File: src/rtl/ps2_rx_nibbler.sv
// ps2_rx_nibbler
//   Receives PS/2 keyboard frames from the raw ps2_clk/ps2_data pins and turns
//   them into scan-code bytes. Each good byte is also presented as two nibbles
//   (high, then low) on consecutive cycles for the seven-segment debug display.
//
// Ports
//   clk         system clock
//   rst         synchronous active-high reset
//   ps2_clk     raw PS/2 clock pin (asynchronous)
//   ps2_data    raw PS/2 data pin (asynchronous)
//   byte_out    last good scan-code byte, held until the next good frame
//   byte_valid  one-cycle pulse when byte_out updates
//   nib         display nibble, holds its value while nib_valid is low
//   nib_valid   one-cycle nibble strobe (display enable)
//   err_parity  one-cycle pulse on odd-parity failure
//   err_frame   one-cycle pulse on bad stop bit or inter-edge timeout
//
// Build option
//   PS2_RX_BREAK_FILTER_EN: when defined, a break prefix (0xF0) and the byte
//   following it produce byte_valid only, so the display shows make codes only.

module ps2_rx_nibbler #(
    parameter int unsigned FILTER_LEN     = 4,
    parameter int unsigned TIMEOUT_CYCLES = 50000
) (
    input  logic       clk,
    input  logic       rst,
    input  logic       ps2_clk,
    input  logic       ps2_data,
    output logic [7:0] byte_out,
    output logic       byte_valid,
    output logic [3:0] nib,
    output logic       nib_valid,
    output logic       err_parity,
    output logic       err_frame
);

    localparam int unsigned FW = $clog2(FILTER_LEN + 1);
    localparam int unsigned TW = $clog2(TIMEOUT_CYCLES + 1);
    localparam logic [FW-1:0] FILT_LAST = FW'(FILTER_LEN - 1);
    localparam logic [TW-1:0] TMO_MAX   = TW'(TIMEOUT_CYCLES);

    typedef enum logic [2:0] {
        IDLE,
        DATA,
        PARITY,
        STOP,
        EMIT_HI,
        EMIT_LO
    } state_t;

    state_t state, state_n;

    logic          clk_s1, clk_s2, data_s1, data_s2;
    logic          filt, filt_d;
    logic [FW-1:0] fcnt;
    logic          fall;

    logic [3:0]    bit_cnt;
    logic [7:0]    shift;
    logic          par_bit;
    logic          par_ok;
    logic [TW-1:0] tmo;
    logic          tmo_hit;
    logic          in_frame, in_frame_n;

    logic          go_emit, err_par_n, err_frm_n;
    logic          quiet_n, quiet_q;

    // Synchronizers and glitch filter. The filtered clock only follows the
    // synchronized pin after FILTER_LEN consecutive samples of the new level.
    always_ff @(posedge clk) begin
        if (rst) begin
            clk_s1  <= 1'b1;
            clk_s2  <= 1'b1;
            data_s1 <= 1'b1;
            data_s2 <= 1'b1;
            filt    <= 1'b1;
            filt_d  <= 1'b1;
            fcnt    <= '0;
        end else begin
            clk_s1  <= ps2_clk;
            clk_s2  <= clk_s1;
            data_s1 <= ps2_data;
            data_s2 <= data_s1;
            filt_d  <= filt;
            if (clk_s2 == filt) begin
                fcnt <= '0;
            end else if (fcnt == FILT_LAST) begin
                filt <= clk_s2;
                fcnt <= '0;
            end else begin
                fcnt <= fcnt + FW'(1);
            end
        end
    end

    assign fall       = filt_d & ~filt;
    assign par_ok     = ^{shift, par_bit};
    assign tmo_hit    = (tmo == TMO_MAX);
    assign in_frame   = state inside {DATA, PARITY, STOP};
    assign in_frame_n = state_n inside {DATA, PARITY, STOP};

    always_ff @(posedge clk) begin
        if (rst) begin
            state <= IDLE;
        end else begin
            state <= state_n;
        end
    end

    always_comb begin
        state_n   = state;
        go_emit   = 1'b0;
        err_par_n = 1'b0;
        err_frm_n = 1'b0;
        case (state)
            IDLE: begin
                if (fall && !data_s2) begin
                    state_n = DATA;
                end
            end
            DATA: begin
                if (fall && bit_cnt == 4'd7) begin
                    state_n = PARITY;
                end
            end
            PARITY: begin
                if (fall) begin
                    state_n = STOP;
                end
            end
            STOP: begin
                if (fall) begin
                    // A bad stop bit is reported even when parity also failed.
                    if (!data_s2) begin
                        err_frm_n = 1'b1;
                        state_n   = IDLE;
                    end else if (!par_ok) begin
                        err_par_n = 1'b1;
                        state_n   = IDLE;
                    end else begin
                        go_emit = 1'b1;
                        state_n = EMIT_HI;
                    end
                end
            end
            EMIT_HI: state_n = EMIT_LO;
            EMIT_LO: state_n = IDLE;
            default: state_n = IDLE;
        endcase
        // An edge on the same cycle restarts the interval, so it wins.
        if (in_frame && !fall && tmo_hit) begin
            err_frm_n = 1'b1;
            state_n   = IDLE;
        end
    end

`ifdef PS2_RX_BREAK_FILTER_EN
    logic suppress;

    assign quiet_n = suppress || (shift == 8'hF0);

    always_ff @(posedge clk) begin
        if (rst) begin
            suppress <= 1'b0;
            quiet_q  <= 1'b0;
        end else if (go_emit) begin
            quiet_q  <= quiet_n;
            suppress <= (shift == 8'hF0);
        end
    end
`else
    assign quiet_n = 1'b0;
    assign quiet_q = 1'b0;
`endif

    always_ff @(posedge clk) begin
        if (rst) begin
            bit_cnt    <= '0;
            shift      <= '0;
            par_bit    <= 1'b0;
            tmo        <= '0;
            byte_out   <= '0;
            byte_valid <= 1'b0;
            nib        <= '0;
            nib_valid  <= 1'b0;
            err_parity <= 1'b0;
            err_frame  <= 1'b0;
        end else begin
            if (state == IDLE && fall && !data_s2) begin
                bit_cnt <= '0;
            end
            if (state == DATA && fall) begin
                shift   <= {data_s2, shift[7:1]};
                bit_cnt <= bit_cnt + 4'd1;
            end
            if (state == PARITY && fall) begin
                par_bit <= data_s2;
            end

            if (!in_frame_n || fall) begin
                tmo <= '0;
            end else if (!tmo_hit) begin
                tmo <= tmo + TW'(1);
            end

            byte_valid <= go_emit;
            err_parity <= err_par_n;
            err_frame  <= err_frm_n;
            nib_valid  <= (go_emit && !quiet_n) || (state == EMIT_HI && !quiet_q);

            if (go_emit) begin
                byte_out <= shift;
            end
            // byte_out already holds the new byte while in EMIT_HI.
            if (go_emit && !quiet_n) begin
                nib <= shift[7:4];
            end else if (state == EMIT_HI && !quiet_q) begin
                nib <= byte_out[3:0];
            end
        end
    end

endmodule

File: config.mk
export PLATFORM = sky130hd
export DESIGN_NAME = ps2_rx_nibbler
export DESIGN_NICKNAME = d
export VERILOG_FILES = /design/src/rtl/ps2_rx_nibbler.sv
export SDC_FILE = /design/constraint.sdc
export NUM_CORES = 1
export LEC_CHECK = 0
export ABC_AREA = 1
export CORE_MARGIN = 3
export CORE_UTILIZATION = 35
export CTS_BUF_LIST = sky130_fd_sc_hd__clkbuf_4 sky130_fd_sc_hd__clkbuf_8
export DETAILED_ROUTE_END_ITERATION = 6
export PLACE_DENSITY = 0.55
export RECOVER_POWER = 100
export SYNTH_ARGS = -nofsm -noshare
export SYNTH_HDL_FRONTEND = slang
export SYNTH_SLANG_ARGS = --single-unit
File: constraint.sdc
create_clock -name clk -period 3.1 [get_ports clk]
set_input_delay 0.31 -clock clk [delete_from_list [all_inputs] [get_ports clk]]
set_output_delay 0.31 -clock clk [all_outputs]
set_load 0.05 [all_outputs]
==> qor.yml, run 1 <==
detailed_routing:
  dr.first_iter.drc_count: 124
  avgRoutedWirePerCell_um: 10.8
  wirelength_um: 5200
  drt_pass1_iterations: 4
  ant_nets: 0
  vias: 2175
  route.detailed.drc: 0
  viasPerCell: 4.49
synthesis:
  synth.avg_cell_area_um2: 7.58
  synth_top_area_cell: "dfxtp_1"
  synthXorXnorAreaFrac_pct: 4.85
  synth_mux_area_share_pct: 0
  synth_top_family_by_area: "simple AND/OR/NAND/NOR gates"
  synth_simple_gate_area_share_pct: 34.6
  synth_area_leaders: "dfxtp_1, nand2_1, inv_1, nor2_1, a21oi_1"
  syn_nets: 366
  synth_fa_ha_area_share_pct: 2.31
  syn_inst: 357
  ys_seq_elements: 57
  syn_area_um2: 2710
  synth_top_area_share_pct: 42.1
  yosysSeqAreaShare_pct: 42.1
  ys_warn_count: 0
  synth_compound_area_share_pct: 7.67
  ys_types: 29
clocking:
  path_clk_slew_ps: 70
  cts_tree: "built"
  cts-root-buf: "clkbuf_8"
  cts_max_level: 3
  post_cts_buffers: 0
  hold_buffers: 0
  cts_sinks: 57
  cts_resized: 0
  cts_buffers: 9
  clock_latency_ps: 340
  cts_buffer_depth: 2
sta:
  worstMarginPinSlew_ps: 1090
  setup_violations: 0
  finClkSkew_ps: 6.61
  relSlewSlack_pct: 27.0
  fmax_ghz: 0.447
  fin_crit_sh_pct: 72.2
  finalMaxSlewViolations: 0
  timing.final.ws_setup_ps: 860
  layout_min_cycle_time_ps: 2240
  fin_tns_setup_ps: 0
  rsz0062_at_grt: "no"
  finalHoldViolCount: 0
global_routing:
  grt_pass1_wl_um: 9090
  grt_antenna_before_repair: 0
  grt-ovfl-total: 0
  grt_max_degree: 26
  track_usage_pct: 13.3
  grt_pass1_vias: 2044
pwr:
  power.density_nw_per_um2: 444
  cellLeakagePower_nw: 1.29
  p_total_w: 0.00138
  vdd_drop_max_mv: 0.224
setup_path:
  worst-path-max-fanout: 16
  reg2reg_depth: 12
  r2r_end: "tmo[5]$_SDFFE_PP0P_"
  worst_setup_path_start_kind: "flop"
  cpMostUsedCell: "nand2_1"
  reg2reg_from: "shift[2]$_SDFFE_PP0P_"
  worstSetupPathType: "reg -> reg"
  ff2ff_setup_slack_ps: 860
  worstPathRequired_ps: 3370
  cp_slowest_cell: "dfxtp_1"
  worst_ep_arrival_time_ps: 2510
  setup.worst_path.end_class: "flop"
  path_cells: "inv_1 -> nand2_1 -> nand2_1 -> nand2_1 -> nand2_1 -> nand2_1 -> nand3_2 -> nand3_1 -> nand2_1 -> nor2_1 -> nand2_4 -> nor2_1"
  cpPeakStageDelay_ps: 450
worst_hold_path:
  min_path_type: "reg -> reg"
  holdPathEnd: "clk_s2$_SDFF_PP1_"
  hold_path_depth: 1
  worstHoldStart: "clk_s1$_SDFF_PP1_"
placed_design:
  place.gp.congestion: 0.807
  dp_hpwl_um: 3660
  dp_slack_ps: 1140
  io_buffers: 19
cells_and_area:
  final_common_cell: "nand2_1"
  fillerInstances: 766
  final_cell_mix: "nand2_1, dfxtp_1, inv_1"
  nNetsFinal: 389
  seqCellArea_um2: 1140
  multi_input_area_um2: 1300
  synthToLayoutAreaGrowth_pct: 15.1
  diodes: 0
  final_layout_size_suffix_gt1_share_pct: 11.7
die:
  design.die.area_um2: 8830
  dieHeight_um: 94.0
  ios: 20
  die_w_um: 94.0
  start_util_pct: 36.7
  core_um2: 7370
  rows: 31
run_status:
  outcome: "finished, final reports clean"
run:
  maxCapViolCount: 0
## worst max-delay path, delay by kind of cell, from the launching register on
| family | cells | cell delay (ps) |
|---|---|---|
| buffers and inverters | 1 | 110 |
| flip-flops | 1 | 450 |
| AND/OR/NAND/NOR | 11 | 1600 |
## metrics by stage
stage / std cells / util, % / cell area [µm²] / hold slack (ps)
2_1_floorplan: 357 / - / 2710 / 389
3_3_place_gp: 468 / 40.4 / 2980 / 393
3_5_place_dp: 468 / 40.4 / 2980 / 395
4_1_cts: 484 / 42.9 / 3160 / 412
5_1_grt: 484 / 42.3 / 3120 / 421
6_report: 484 / 42.3 / 3120 / 411
## cell type report
cell class | count | share of cell area [%]
well taps | 99 | 3.97
clock buffers | 11 | 4.86
multi-input cells | 245 | 41.7
clock inverters | 5 | 0.963
flip-flops and latches | 57 | 36.6
inverters | 46 | 5.54
repair buffers | 21 | 6.34
## state kept, by name, summed over array words and instances (netlist names), 3 cells and up
register / cells
tmo: 16
bit_cnt: 4
shift: 8
state: 3
fcnt: 3
byte_out: 8
nib: 4
## cell usage after synthesis
cell type,instances
xnor2_1,5
and3_1,1
nor2_2,4
nor2_1,37
nand2_4,2
a21oi_1,26
nand3_1,23
or2_2,4
nand2_2,5
nor4_1,5
buf_12,1
nand3_2,3
inv_1,42
nand4_1,8
o21ai_0,14
nand4_2,1
nor2_8,1
nand2_1,75
dfxtp_1,57
inv_2,4
ha_1,5
nor2_4,11
o211ai_1,1
clkbuf_1,5
buf_4,1
nor3_1,3
xor2_1,10
buf_2,2
nand3b_1,1
## kinds of logic after synthesis
logic type | after synthesis
XOR/XNOR | 15
flip-flops | 57
AO/OA/AOI/OAI | 41
adder cells (fa/ha/maj) | 5
AND/OR/NAND/NOR | 184
buffers and inverters | 55
## routing by layer
layer / share of wire, % / GRT usage (%) / vias up
met5: 0 / 0 / -
met4: 1.6 / 6.02 / 0
met3: 3.7 / 4.97 / 10
met2: 46 / 21.1 / 28
met1: 49 / 16.1 / 958
li1: - / - / 1179
## worst max-delay path by stage
| stage | start | endpoint | slack [ps] | cells after the start |
|---|---|---|---|---|
| 2_1_floorplan | tmo[0]$_SDFFE_PP0P_ | tmo[14]$_SDFFE_PP0P_ | 1570 | 10 |
| 3_3_place_gp | shift[2]$_SDFFE_PP0P_ | tmo[5]$_SDFFE_PP0P_ | 1170 | 13 |
| 3_5_place_dp | shift[2]$_SDFFE_PP0P_ | tmo[5]$_SDFFE_PP0P_ | 1140 | 13 |
| 4_1_cts | state[0]$_SDFF_PP0_ | tmo[5]$_SDFFE_PP0P_ | 1130 | 9 |
| 5_1_grt | shift[2]$_SDFFE_PP0P_ | tmo[5]$_SDFFE_PP0P_ | 560 | 12 |
| 6_report | shift[2]$_SDFFE_PP0P_ | tmo[5]$_SDFFE_PP0P_ | 860 | 12 |
## where the power goes
part	internal, W	switching, W	leakage [nW]
Combinational	0.00000605	0.0000110	0.739
Clock	0.000328	0.000303	0.0911
Sequential	0.000735	0.000000925	0.460
Total	0.00107	0.000315	1.29
(Power assumes the default switching activity.)
==> run 2: changes to the inputs <==
--- a/config.mk
+++ b/config.mk
@@ -10,7 +10,7 @@
 export CORE_UTILIZATION = 35
 export CTS_BUF_LIST = sky130_fd_sc_hd__clkbuf_4 sky130_fd_sc_hd__clkbuf_8
 export DETAILED_ROUTE_END_ITERATION = 6
-export PLACE_DENSITY = 0.55
+export PLACE_DENSITY = 0.57
 export RECOVER_POWER = 100
 export SYNTH_ARGS = -nofsm -noshare
 export SYNTH_HDL_FRONTEND = slang
==> constraint.sdc (replaced) <==
create_clock -name clk -period 2 [get_ports clk]
set_input_delay 0.2 -clock clk [delete_from_list [all_inputs] [get_ports clk]]
set_output_delay 0.2 -clock clk [all_outputs]
set_load 0.05 [all_outputs]
==> run 2 against run 1 <==
- critical path depth decreased by 11
- non-clock buffer count increased by 3
- sequential cell count unchanged
- sequential power increased by 55%
- setup slack got worse by 670 ps
- clock-buffer cell count decreased by 2
- via count increased by 2.9%
- critical path type is now reg -> out
- final area increased by 1.5%
- combinational power increased by 61%
- critical endpoint is now byte_out[0]
==> qor.yml, run 2 (synthesized netlist as in run 1, its figures left out) <==
sta:
  rsz0062_at_grt: "no"
  hold_slack_ps: 411
  relSlewSlack_pct: 27.0
  finalMaxSlewViolations: 0
  fin_crit_sh_pct: 90.6
  setup_violations: 0
  finClkSkew_ps: 9.97
  finalHoldViolCount: 0
  worstMarginPinSlew_ps: 1100
  timing.final.ws_setup_ps: 188
  fmax_ghz: 0.552
  fin_tns_setup_ps: 0
  layout_min_cycle_time_ps: 1810
clocking:
  cts_tree: "built"
  cts_buffers: 9
  path_clk_slew_ps: 80
  hold_buffers: 0
  cts_max_level: 3
  cts_sinks: 57
  cts_buffer_depth: 2
  clock_latency_ps: 340
  cts-root-buf: "clkbuf_8"
detailed_routing:
  dr.first_iter.drc_count: 106
  route.detailed.drc: 0
  avgRoutedWirePerCell_um: 10.9
  vias: 2239
  drt_pass1_iterations: 4
  wirelength_um: 5320
  ant_nets: 0
  viasPerCell: 4.60
setup_path:
  setup.worst_path.end_class: "output port"
  cp_slowest_cell: "dlygate4sd3_1"
  critPathLaunch: "byte_out[0]$_SDFFE_PP0P_"
  cpPeakStageDelay_ps: 890
  reg2reg_depth: 12
  crit_family: "buffers and inverters"
  reg2reg_from: "shift[1]$_SDFFE_PP0P_"
  worstPathRequired_ps: 1800
  worst_ep_arrival_time_ps: 1610
  worst_setup_path_start_kind: "flop"
  worst-path-buf-inv: 1
  worst-path-max-fanout: 3
  path_cells: "dlygate4sd3_1"
  cp.depth: 1
  worstSetupPathType: "reg -> out"
die:
  die_w_um: 94.0
  ios: 20
  dieHeight_um: 94.0
  design.die.area_um2: 8830
  rows: 31
  start_util_pct: 36.7
  core_um2: 7370
global_routing:
  grt_antenna_before_repair: 0
  gr-usage-met3_pct: 5.29
  grt_pass1_vias: 2125
  grt_pass1_wl_um: 9320
  grt_use_met1_pct: 15.9
  grt_max_degree: 26
  grt-ovfl-total: 0
  track_usage_pct: 13.5
  gr-max-usage-layer: "met2"
  grt_use_met2_pct: 21.9
cells_and_area:
  synthToLayoutAreaGrowth_pct: 16.9
  largest_reg_flops: 16
  nNetsFinal: 392
  final_layout_size_suffix_gt1_share_pct: 11.3
  final_common_cell: "nand2_1"
  final_util_pct: 42.9
  fillerInstances: 788
  largest-register: "tmo"
  reg_top3: "tmo (16), byte_out (8), shift (8)"
  diodes: 0
  final_cell_mix: "nand2_1, dfxtp_1, nor2_1"
pwr:
  p_total_w: 0.00239
  cellLeakagePower_nw: 1.32
  vdd_drop_max_mv: 0.512
  power.density_nw_per_um2: 755
worst_hold_path:
  hold_path_depth: 2
  min_path_type: "in -> reg"
  worstHoldStart: "ps2_clk"
run_status:
  outcome: "finished, final reports clean"
placed_design:
  dp_hpwl_um: 3910
  dp_slack_ps: 201
  io_buffers: 19
  place.gp.congestion: 0.816
run:
  maxCapViolCount: 0
==> run 2: worst reg2reg max path, cell delays in order, from the launching register on <==
cell     delay, ps
dfxtp_1        460
nor2_1          80
nor2_1         110
nand2_1         60
nand2_1         90
nand2_1        100
nand3_2         80
nand3_1        140
buf_4          220
nand2_1         90
nand2_1         60
nor2_1          80
nor2_1          40
==> run 2: final cells by class <==
type	count	area, µm²	share of cell area, %
flip-flops and latches	57	1140	36.1
repair buffers	24	214	6.76
multi-input cells	245	1290	40.6
inverters	46	173	5.46
clock buffers	9	124	3.91
well taps	99	124	3.91
clock inverters	7	103	3.24
==> run 2: per-stage QoR <==
stage / std cells / area, µm²
2_1_floorplan: 357 / 2710
6_report: 487 / 3160
3_3_place_gp: 471 / 3000
5_1_grt: 487 / 3160
4_1_cts: 487 / 3230
3_5_place_dp: 471 / 3000
==> run 2: report_power, final <==
group / switching (W) / total, W / internal, W
logic: 0.0000178 / 0.0000275 / 0.00000977
registers: 0.00000148 / 0.00114 / 0.00114
clock network: 0.000509 / 0.00122 / 0.000713
==> run 2: worst paths after layout <==
| check | end | slack [ps] |
|---|---|---|
| worst min-delay path | clk_s1$_SDFF_PP1_ | 410 |
| worst min register to register | data_s2$_SDFF_PP1_ | 410 |
| worst max-delay path | byte_out[0] | 190 |
| worst max register to register | nib[3]$_SDFFE_PP0P_ | 290 |
==> run 2: what timing repair did <==
item                                   in CTS  in global routing
setup endpoints to repair                   0                  2
endpoints found under the hold margin       0                  0
setup buffers                               0                  0
gates resized for setup                     0                  1
==> run 2: per-layer routing <==
metal | wire length (µm) | vias up
met5 | 0 | -
met4 | 89 | 0
met3 | 248 | 9
met2 | 2500 | 39
met1 | 2480 | 1000
li1 | - | 1191
